--- config.mk ---
export PLATFORM = sky130hd
export DESIGN_NAME = regfile_writeback_queue_flat
export DESIGN_NICKNAME = d
export VERILOG_FILES = /design/src/rtl/regfile_pkg.sv /design/src/rtl/regfile_writeback_queue_if.sv /design/src/rtl/regfile_writeback_queue_fifo.sv /design/src/rtl/regfile_writeback_queue.sv /design/src/flat_wrapper.sv
export SDC_FILE = /design/constraint.sdc
export NUM_CORES = 1
export LEC_CHECK = 0
export CAP_MARGIN = 20
export CORE_UTILIZATION = 58
export CTS_CLUSTER_DIAMETER = 40
export CTS_CLUSTER_SIZE = 8
export DETAILED_ROUTE_END_ITERATION = 10
export GPL_TIMING_DRIVEN = 0
export PLACE_DENSITY = 0.82
export SLEW_MARGIN = 0
export SYNTH_ARGS = -nofsm -noshare
export SYNTH_HDL_FRONTEND = slang
export SYNTH_HIERARCHICAL = 1
export SYNTH_SLANG_ARGS = --single-unit
--- constraint.sdc ---
create_clock -name clk -period 4.4 [get_ports clk]
set_clock_uncertainty 0.1 [all_clocks]
set_input_delay 0.88 -clock clk [delete_from_list [all_inputs] [get_ports clk]]
set_output_delay 0.88 -clock clk [all_outputs]
set_load 0.03 [all_outputs]
--- src/rtl/regfile_pkg.sv ---
// Shared register-file types: widths, the zero register and the write-back request record.
package regfile_pkg;
  localparam int ADDR_W   = 5;
  localparam int DATA_W   = 32;
  localparam int NUM_REGS = 32;
  localparam logic [ADDR_W-1:0] ZERO_REG = '0;

  typedef struct packed {
    logic [ADDR_W-1:0] dest;
    logic [DATA_W-1:0] data;
  } wb_req_t;

  // r0 is hard-wired, so it never appears in a pending bitmap
  function automatic logic [NUM_REGS-1:0] regOneHot(input logic [ADDR_W-1:0] r);
    regOneHot    = '0;
    regOneHot[r] = (r != ZERO_REG);
  endfunction
endpackage

--- src/rtl/regfile_writeback_queue_if.sv ---
// Write-back request, register-file write port, pending bitmap and forwarding lookup.
interface regfile_writeback_queue_if;
  import regfile_pkg::*;

  logic                in_valid;
  logic                in_ready;
  logic [ADDR_W-1:0]   in_reg;
  logic [DATA_W-1:0]   in_data;
  logic                wb_en;
  logic [ADDR_W-1:0]   wb_reg;
  logic [DATA_W-1:0]   wb_data;
  logic [NUM_REGS-1:0] pending;
  logic [ADDR_W-1:0]   q_reg;
  logic                q_hit;
  logic [DATA_W-1:0]   q_data;
  logic                empty;

  modport master (
    output in_valid, in_reg, in_data, q_reg,
    input  in_ready, wb_en, wb_reg, wb_data, pending, q_hit, q_data, empty
  );

  modport slave (
    input  in_valid, in_reg, in_data, q_reg,
    output in_ready, wb_en, wb_reg, wb_data, pending, q_hit, q_data, empty
  );
endinterface

--- src/rtl/regfile_writeback_queue_fifo.sv ---
// Write-back request FIFO; exposes raw slots, per-slot validity and oldest-to-youngest slot order.
module wbq_fifo
  import regfile_pkg::*;
#(
  parameter  int DEPTH = 4,
  localparam int PTR_W = $clog2(DEPTH),
  localparam int CNT_W = PTR_W + 1
) (
  input  logic             clk,
  input  logic             rst_n,
  input  logic             push,
  input  logic             pop,
  input  wb_req_t          pushEntry,
  output wb_req_t          headEntry,
  output wb_req_t          entries [DEPTH],
  output logic [DEPTH-1:0] validMask,
  output logic [PTR_W-1:0] ageOrder [DEPTH],
  output logic             full,
  output logic             empty
);
  logic [PTR_W-1:0] wrPtr;
  logic [PTR_W-1:0] rdPtr;
  logic [CNT_W-1:0] count;
  logic             pushOk;
  logic             popOk;

  assign full      = (count == CNT_W'(DEPTH));
  assign empty     = (count == '0);
  assign pushOk    = push && !full;
  assign popOk     = pop && !empty;
  assign headEntry = entries[rdPtr];

  always_ff @(posedge clk or negedge rst_n) begin
    if (!rst_n) begin
      wrPtr <= '0;
      rdPtr <= '0;
      count <= '0;
    end else begin
      if (pushOk) wrPtr <= wrPtr + PTR_W'(1);
      if (popOk)  rdPtr <= rdPtr + PTR_W'(1);
      count <= count + CNT_W'(pushOk) - CNT_W'(popOk);
    end
  end

  // Slot contents need no reset; validMask gates every consumer
  always_ff @(posedge clk) begin
    if (pushOk) entries[wrPtr] <= pushEntry;
  end

  always_comb begin
    for (int i = 0; i < DEPTH; i++) begin
      ageOrder[i]  = rdPtr + PTR_W'(i);
      validMask[i] = ({1'b0, PTR_W'(PTR_W'(i) - rdPtr)} < count);
    end
  end
endmodule

--- src/rtl/regfile_writeback_queue.sv ---
// Queues register write-backs and drains one per cycle onto the register-file write port,
// publishing a pending bitmap and a youngest-value forwarding lookup.
module regfile_writeback_queue
  import regfile_pkg::*;
#(
  parameter int DEPTH = 4
) (
  input logic                       clk,
  input logic                       rst_n,
  regfile_writeback_queue_if.slave  bus
);
  localparam int PTR_W = $clog2(DEPTH);

  wb_req_t             entries [DEPTH];
  wb_req_t             headEntry;
  wb_req_t             incoming;
  logic [DEPTH-1:0]    validMask;
  logic [PTR_W-1:0]    ageOrder [DEPTH];
  logic                fifoFull;
  logic                fifoEmpty;
  logic                pushReq;
  logic                wbEn;
  logic [ADDR_W-1:0]   wbReg;
  logic [DATA_W-1:0]   wbData;
  logic [NUM_REGS-1:0] pendingMap;
  logic                hit;
  logic [DATA_W-1:0]   fwdData;

  assign incoming = '{dest: bus.in_reg, data: bus.in_data};
  assign pushReq  = bus.in_valid && !fifoFull && (bus.in_reg != ZERO_REG);

  wbq_fifo #(.DEPTH(DEPTH)) fifoInst (
    .clk       (clk),
    .rst_n     (rst_n),
    .push      (pushReq),
    .pop       (!fifoEmpty),
    .pushEntry (incoming),
    .headEntry (headEntry),
    .entries   (entries),
    .validMask (validMask),
    .ageOrder  (ageOrder),
    .full      (fifoFull),
    .empty     (fifoEmpty)
  );

  // Registered write port so the register file sees stable values at its negedge write
  always_ff @(posedge clk or negedge rst_n) begin
    if (!rst_n) begin
      wbEn   <= 1'b0;
      wbReg  <= '0;
      wbData <= '0;
    end else if (!fifoEmpty) begin
      wbEn   <= 1'b1;
      wbReg  <= headEntry.dest;
      wbData <= headEntry.data;
    end else begin
      wbEn   <= 1'b0;
    end
  end

  // Walk wb stage then FIFO oldest-to-youngest, so the youngest match wins the forward
  always_comb begin
    pendingMap = '0;
    hit        = 1'b0;
    fwdData    = '0;
    if (wbEn) begin
      pendingMap = pendingMap | regOneHot(wbReg);
      if (wbReg == bus.q_reg) begin
        hit     = 1'b1;
        fwdData = wbData;
      end
    end
    for (int k = 0; k < DEPTH; k++) begin
      if (validMask[ageOrder[k]]) begin
        pendingMap = pendingMap | regOneHot(entries[ageOrder[k]].dest);
        if (entries[ageOrder[k]].dest == bus.q_reg) begin
          hit     = 1'b1;
          fwdData = entries[ageOrder[k]].data;
        end
      end
    end
    if (bus.q_reg == ZERO_REG) begin
      hit     = 1'b0;
      fwdData = '0;
    end
  end

  assign bus.in_ready = !fifoFull;
  assign bus.wb_en    = wbEn;
  assign bus.wb_reg   = wbReg;
  assign bus.wb_data  = wbData;
  assign bus.pending  = pendingMap;
  assign bus.q_hit    = hit;
  assign bus.q_data   = fwdData;
  assign bus.empty    = fifoEmpty && !wbEn;
endmodule
--- src/flat_wrapper.sv ---
// flat-port wrapper written by rule: the top's interface ports become plain ports
module regfile_writeback_queue_flat import regfile_pkg::*;
#(
  parameter int DEPTH = 4
)
  (clk, rst_n, bus_in_valid, bus_in_reg, bus_in_data, bus_q_reg, bus_in_ready, bus_wb_en, bus_wb_reg, bus_wb_data, bus_pending, bus_q_hit, bus_q_data, bus_empty);
  regfile_writeback_queue_if bus_i ();
  input logic clk;
  input logic rst_n;
  input wire logic [$bits(bus_i.in_valid)-1:0] bus_in_valid;
  input wire logic [$bits(bus_i.in_reg)-1:0] bus_in_reg;
  input wire logic [$bits(bus_i.in_data)-1:0] bus_in_data;
  input wire logic [$bits(bus_i.q_reg)-1:0] bus_q_reg;
  output wire logic [$bits(bus_i.in_ready)-1:0] bus_in_ready;
  output wire logic [$bits(bus_i.wb_en)-1:0] bus_wb_en;
  output wire logic [$bits(bus_i.wb_reg)-1:0] bus_wb_reg;
  output wire logic [$bits(bus_i.wb_data)-1:0] bus_wb_data;
  output wire logic [$bits(bus_i.pending)-1:0] bus_pending;
  output wire logic [$bits(bus_i.q_hit)-1:0] bus_q_hit;
  output wire logic [$bits(bus_i.q_data)-1:0] bus_q_data;
  output wire logic [$bits(bus_i.empty)-1:0] bus_empty;
  assign bus_i.in_valid = bus_in_valid;
  assign bus_i.in_reg = bus_in_reg;
  assign bus_i.in_data = bus_in_data;
  assign bus_i.q_reg = bus_q_reg;
  assign bus_in_ready = bus_i.in_ready;
  assign bus_wb_en = bus_i.wb_en;
  assign bus_wb_reg = bus_i.wb_reg;
  assign bus_wb_data = bus_i.wb_data;
  assign bus_pending = bus_i.pending;
  assign bus_q_hit = bus_i.q_hit;
  assign bus_q_data = bus_i.q_data;
  assign bus_empty = bus_i.empty;
  regfile_writeback_queue #(.DEPTH(DEPTH)) u_core (.clk(clk), .rst_n(rst_n), .bus(bus_i));
endmodule
==> results.sh, run 1 <==
export IMPL_hp_class="input pin to async pin"
export IMPL_fin_crit_ps=4951
export IMPL_tns_ps=-15930
export IMPL_first_pass_iters=6
export IMPL_area_growth_pct=32.33
export IMPL_ys_types=56
export IMPL_max_cap_violations=0
export IMPL_largest_register_ffs=148
export IMPL_crit_end="bus_q_data[16]"
export IMPL_initial_utilization_pct=59.33
export IMPL_relSlewSlack_pct=22.05
export IMPL_synthMuxAreaShare_pct=33.38
export IMPL_rrSetupSlack_ps=560
export IMPL_synth_fa_ha_area_share_pct=1.036
export IMPL_final_period_utilization_pct=112.5
export IMPL_first_iter_violations=1667
export IMPL_synth_edf_count=148
export IMPL_grt_setup_unrepaired="true"
export IMPL_fin_ws_ps=-551.4
export IMPL_synth_top_family_by_area="multiplexers"
export IMPL_cts_sinks=193
export IMPL_ys_flop_type="edfxtp_1"
export IMPL_synthSimpleGateAreaFrac_pct=7.582
export IMPL_grt_pass1_vias=11790
export IMPL_synthesis_nets=1010
export IMPL_root_buffer="clkbuf_16"
export IMPL_yosys_warnings=6
export IMPL_vias=11970
export IMPL_cp_arrival_ps=3970
export IMPL_critical_path_class="register to primary output"
export IMPL_numCtsBuffers=17
export IMPL_dp_hpwl_mm=27.77
export IMPL_ys_async_sr_fraction_pct=23.32
export IMPL_wl_per_cell_um=34.45
export IMPL_grt_max_degree=26
export IMPL_violations="setup timing"
export IMPL_antennaDiodeCount=0
export IMPL_r2r_cells=11
export IMPL_synth_seq_cells=193
export IMPL_worstPathMaxFanout=10
export IMPL_synth_compound_area_share_pct=11.90
export IMPL_ant_nets=0
export IMPL_die_height_um=157.4
export IMPL_fin_nets=1225
export IMPL_fmax_mhz=202.0
export IMPL_overflow=0
export IMPL_outcome="finished, violations left"
export IMPL_cts_buffer_depth=2
export IMPL_clk_latency_ps=450
export IMPL_cts_htree_levels=4
export IMPL_routabilityCongestion=1.001
export IMPL_drt_total_wl_mm=51.70
export IMPL_grt_pass1_wl_mm=73.57
export IMPL_die_area_um2=24780
export IMPL_worst_slew_pin_slew_ps=1167
export IMPL_synth_xor_area_share_pct=1.992
export IMPL_finalMaxSlewViolations=0
export IMPL_dpl_cell_area_um2=15960
export IMPL_viasPerCell=7.975
export IMPL_num_fill_cells=1248
export IMPL_coreArea_um2=23610
export IMPL_syn_area_per_cell_um2=14.69
export IMPL_crit_path_cell_trace="buf_8 -> buf_12 -> xnor2_4 -> clkbuf_4 -> mux4_2 -> xnor2_1 -> nand4_1 -> or2_1 -> buf_6 -> buf_4 -> buf_4 -> buf_6 -> a32oi_1 -> o31ai_4 -> buf_4"
export IMPL_netlist_area_um2=14010
export IMPL_drive_above_1_share_pct=51.95
export IMPL_tritoncts="built"
export IMPL_hold_viol=0
export IMPL_row_count=56
export IMPL_setup_viol=61
export IMPL_syn_inst=954
export IMPL_cp_startpoint="u_core/fifoInst/rdPtr[0]"
export IMPL_critPathSlowestCell="dfrtp_1"
export IMPL_port_buffers=143
export IMPL_path_clk_slew_ps=80
export IMPL_r2r_start="u_core/fifoInst/count[0]"
export IMPL_cpPeakStageDelay_ps=410
export IMPL_grt_antenna_before_repair=0
export IMPL_track_usage_pct=41.32
export IMPL_r2r_end="u_core/fifoInst/count[2]"
export IMPL_worstPathRequired_ps=3420
export IMPL_cp_end_kind="primary output"
export IMPL_ys_seq_area_share_pct=39.76
export IMPL_io_pins=150
export IMPL_drc=0
export IMPL_preCtsSetupSlack_ps=-1393
export IMPL_cpMostUsedCell="buf_4"
export IMPL_start_kind="register"
export IMPL_die_w_um=157.4
export IMPL_final_area_um2=18540
==> routing by layer <==
| metal | part of all wire (%) | routed length, um | vias to the layer above | global-route usage [%] |
|---|---|---|---|---|
| met5 | 0 | 0 | - | 0 |
| met4 | 6.9 | 3551 | 0 | 27.55 |
| met1 | 32 | 16630 | 5838 | 51.18 |
| met2 | 47 | 24420 | 1305 | 64.43 |
| met3 | 14 | 7099 | 347 | 10.68 |
| li1 | - | - | 4481 | - |
==> metrics by stage <==
step	hold WS (ps)	instances	utilization, %
2_1_floorplan	446.4	954	-
3_3_place_gp	443.7	1416	67.13
3_5_place_dp	451.2	1421	67.58
4_1_cts	415.2	1489	76.51
5_1_grt	432.6	1501	78.51
6_report	405.0	1501	78.51
==> placed cells by master, fill, tap and decap left out, types with 5 or more instances in the layout <==
cell type,n
buf_2,9
mux4_2,188
nand3_2,10
clkbuf_16,19
inv_1,12
nor2_2,7
ha_1,9
nand2_1,41
a22oi_1,33
o31ai_4,21
and3_1,6
nor2_4,6
dfrtp_1,44
xnor2_1,20
nand2b_1,5
a221oi_2,7
mux2_2,37
nand3_1,21
clkdlybuf4s50_1,78
or2_1,6
xor2_1,8
nor3b_1,5
nor3_1,6
buf_4,59
nor2_1,52
o31ai_2,11
buf_12,28
edfxtp_1,148
a22oi_2,28
a221oi_4,25
clkbuf_4,5
nand2_2,8
a32oi_1,11
clkbuf_1,33
a32oi_2,21
buf_6,57
==> timing repair <==
item	4_1_cts	5_1_grt
cloned	8	1
buffers inserted	39	15
pin swaps	59	56
setup endpoints to repair	65	64
endpoints found under the hold margin	0	0
resized for setup	506	201
hold buffers	0	0
==> critical path: cells and delay by family, from the launching register on <==
family	cells	cell delay, ps
flops	1	410
xor+xnor	2	390
mux	1	380
buf+inv	8	1380
compound gates	2	490
simple gates	2	460
==> cell type report <==
type / count / area, um2 / area share [%]
repair buffers: 207 / 2197 / 11.85
well taps: 319 / 399.1 / 2.153
plain buffers: 81 / 728.2 / 3.928
clock inverters: 14 / 207.7 / 1.120
multi-input cells: 652 / 8935 / 48.19
clock buffers: 18 / 429.2 / 2.315
flip-flops and latches: 193 / 5572 / 30.05
inverters: 17 / 71.32 / 0.3847
==> how the worst min path moves through the flow <==
stage / startpoint / endpoint / slack, ps / depth (start not counted)
after floorplan: u_core/fifoInst/count[1] / u_core/fifoInst/wrPtr[1] / 450 / 2
after global placement: u_core/bus.wb_data[24] / u_core/bus.wb_data[24] / 440 / 1
after detailed placement: u_core/bus.wb_data[4] / u_core/bus.wb_data[4] / 450 / 1
after CTS: rst_n / u_core/bus.wb_data[2] / 420 / 1
after global routing: rst_n / u_core/bus.wb_data[4] / 430 / 1
final: rst_n / u_core/bus.wb_data[3] / 410 / 1
==> logic make-up after synthesis <==
group,Yosys count
buffers and inverters,109
XOR/XNOR,31
AND/OR/NAND/NOR,215
other,1
flip-flops,193
multiplexers,226
adder cells (fa/ha/maj),11
AO/OA/AOI/OAI,168
==> Yosys cell counts (29+ instances only) <==
cell type,n,area (um2)
o31ai_2,29,362.9
nand2_1,49,183.9
a22oi_1,61,457.9
mux4_2,188,4234
nand3_1,32,160.2
clkbuf_1,51,191.4
edfxtp_1,148,4444
a32oi_1,32,280.3
dfrtp_1,45,1126
nor2_1,65,244.0
a221oi_2,30,450.4
mux2_2,37,416.7
Power of run 1 is not shown: default switching activity piles up to over one toggle a cycle in this logic, so the estimate is an artifact.
==> run 2: changes to the inputs <==
- CELL_PAD_IN_SITES_DETAIL_PLACEMENT: unset -> 0
- CELL_PAD_IN_SITES_GLOBAL_PLACEMENT: unset -> 1
- CORE_UTILIZATION: 58 -> 49
- SKIP_LAST_GASP: unset -> 1
==> run 2 against run 1 <==
Compared with the run above: the run still ends with setup timing left; non-clock buffer count is 11 lower; design area is 1.7% lower; cell count is 3.2% higher; die area is 18% higher; largest cell class unchanged.
==> results.sh, run 2 (synthesis results as in run 1) <==
export IMPL_numCtsBuffers=17
export IMPL_layout_common_cells="mux4_2, edfxtp_1, clkdlybuf4s50_1, buf_6, nor2_1"
export IMPL_dp_hpwl_mm=27.97
export IMPL_place_inst=1482
export IMPL_hp_class="input pin to async pin"
export IMPL_fin_nets=1214
export IMPL_die_height_um=171.1
export IMPL_cp_top_family="buffers and inverters"
export IMPL_preCtsSetupSlack_ps=-1371
export IMPL_wl_per_cell_um=27.84
export IMPL_cts_sinks=193
export IMPL_die_area_um2=29270
export IMPL_grt_setup_unrepaired="true"
export IMPL_cp_arrival_ps=3710
export IMPL_drive_above_1_share_pct=49.36
export IMPL_start_kind="register"
export IMPL_cts_buffer_depth=2
export IMPL_area_growth_pct=30.13
export IMPL_first_pass_iters=6
export IMPL_drt_total_wl_mm=43.13
export IMPL_final_common_cell="mux4_2"
export IMPL_final_cells=1549
export IMPL_max_cap_violations=0
export IMPL_drc=0
export IMPL_cts_htree_levels=4
export IMPL_hold_viol=0
export IMPL_vias=10690
export IMPL_cp_end_kind="primary output"
export IMPL_antennaDiodeCount=0
export IMPL_io_pins=150
export IMPL_coreArea_um2=27930
export IMPL_path_clk_slew_ps=80
export IMPL_grt_pass1_wl_mm=64.49
export IMPL_port_buffers=143
export IMPL_worstPathRequired_ps=3420
export IMPL_row_count=61
export IMPL_fin_ws_ps=-290.5
export IMPL_fmax_mhz=213.2
export IMPL_outcome="finished, violations left"
export IMPL_hold_buffers=0
export IMPL_fin_crit_ps=4691
export IMPL_ant_nets=0
export IMPL_grt_pass1_vias=10530
export IMPL_clk_latency_ps=440
export IMPL_die_w_um=171.1
export IMPL_largest_register_ffs=148
export IMPL_track_usage_pct=30.23
export IMPL_overflow=0
export IMPL_finalMaxSlewViolations=0
export IMPL_critPathBufInv=5
export IMPL_grt_max_degree=28
export IMPL_worst_slew_pin_slew_ps=1009
export IMPL_routabilityCongestion=0.9400
export IMPL_critical_path_class="register to primary output"
export IMPL_worstPathMaxFanout=6
export IMPL_relSlewSlack_pct=32.73
export IMPL_viasPerCell=6.903
export IMPL_tns_ps=-9458
export IMPL_cpPeakStageDelay_ps=500
export IMPL_violations="setup timing"
export IMPL_grt_antenna_before_repair=0
export IMPL_setup_viol=53
export IMPL_first_iter_violations=1327
export IMPL_critPathSlowestCell="mux4_2"
export IMPL_final_period_utilization_pct=106.6
export IMPL_crit_path_cell_trace="buf_8 -> buf_12 -> xnor2_4 -> inv_2 -> ha_4 -> a21oi_2 -> or2_4 -> mux4_2 -> and2_4 -> and2_4 -> buf_12 -> a221oi_1 -> o31ai_4 -> buf_4"
export IMPL_dpl_cell_area_um2=16040
export IMPL_tritoncts="built"
export IMPL_root_buffer="clkbuf_16"
export IMPL_initial_utilization_pct=50.15
export IMPL_final_area_um2=18230
==> run 2: cell types whose count changed in the layout (fill, tap and decap cells not counted), sizes merged <==
| cell | before | now |
|---|---|---|
| inv | 21 | 20 |
| clkinvlp | 2 | 4 |
| clkinv | 6 | 7 |
| buf | 162 | 149 |
| bufinv | 2 | 0 |
| clkbuf | 65 | 67 |
==> run 2: worst paths after layout <==
kind	startpoint	end	slack, ps	cells after the start
setup reg to reg	u_core/fifoInst/count[0]	u_core/fifoInst/count[2]	960	11
min in group clk	u_core/bus.wb_data[25]	u_core/bus.wb_data[25]	460	1
max in group asynchronous	rst_n	u_core/fifoInst/rdPtr[1]	3230	2
hold reg to reg	u_core/bus.wb_data[25]	u_core/bus.wb_data[25]	460	1
hold / removal	rst_n	u_core/bus.wb_data[3]	340	1
setup / recovery	u_core/fifoInst/rdPtr[0]	bus_q_data[30]	-290	14
==> run 2: what timing repair did <==
action / CTS / global route
cloned: 3 / 0
buffers inserted: 26 / 13
hold endpoints to repair: 0 / 0
gates resized for setup: 498 / 154
endpoints found under the setup margin: 65 / 64
pin swaps: 35 / 50
==> run 2: per-stage QoR <==
stage          hold WS, ps  util (%)
2_1_floorplan        446.4         -
3_3_place_gp         442.4     57.01
3_5_place_dp         443.8     57.42
4_1_cts              355.1     63.17
5_1_grt              370.3     65.26
6_report             342.3     65.26
==> run 2: routing by layer <==
layer | global-route usage [%] | vias up | wire (um)
met4 | 10.44 | 0 | 1205
met2 | 49.95 | 640 | 21700
met3 | 5.667 | 108 | 3660
met5 | 0 | - | 0
met1 | 40.17 | 5488 | 16560
li1 | - | 4457 | -
==> run 2: cell type report <==
type	count	area (um2)
Fill cell	1970	9703
Multi-Input combinational cell	652	8836
Sequential cell	193	5572
Timing Repair Buffer	193	1987
Buffer	84	716.9
Tap cell	378	473.0
Clock buffer	18	429.2
Clock inverter	14	146.4
Inverter	17	71.32
==> run 2: worst reg2reg max path, delay by kind of cell (launching register included) <==
| family | cells | cell delay [ps] |
|---|---|---|
| adders and majority gates | 3 | 840 |
| DFF | 1 | 450 |
| and+or+nand+nor | 2 | 650 |
| xor gates and xnor gates | 2 | 370 |
| buffers and inverters | 4 | 950 |
Power of run 2 is left out for the same reason.
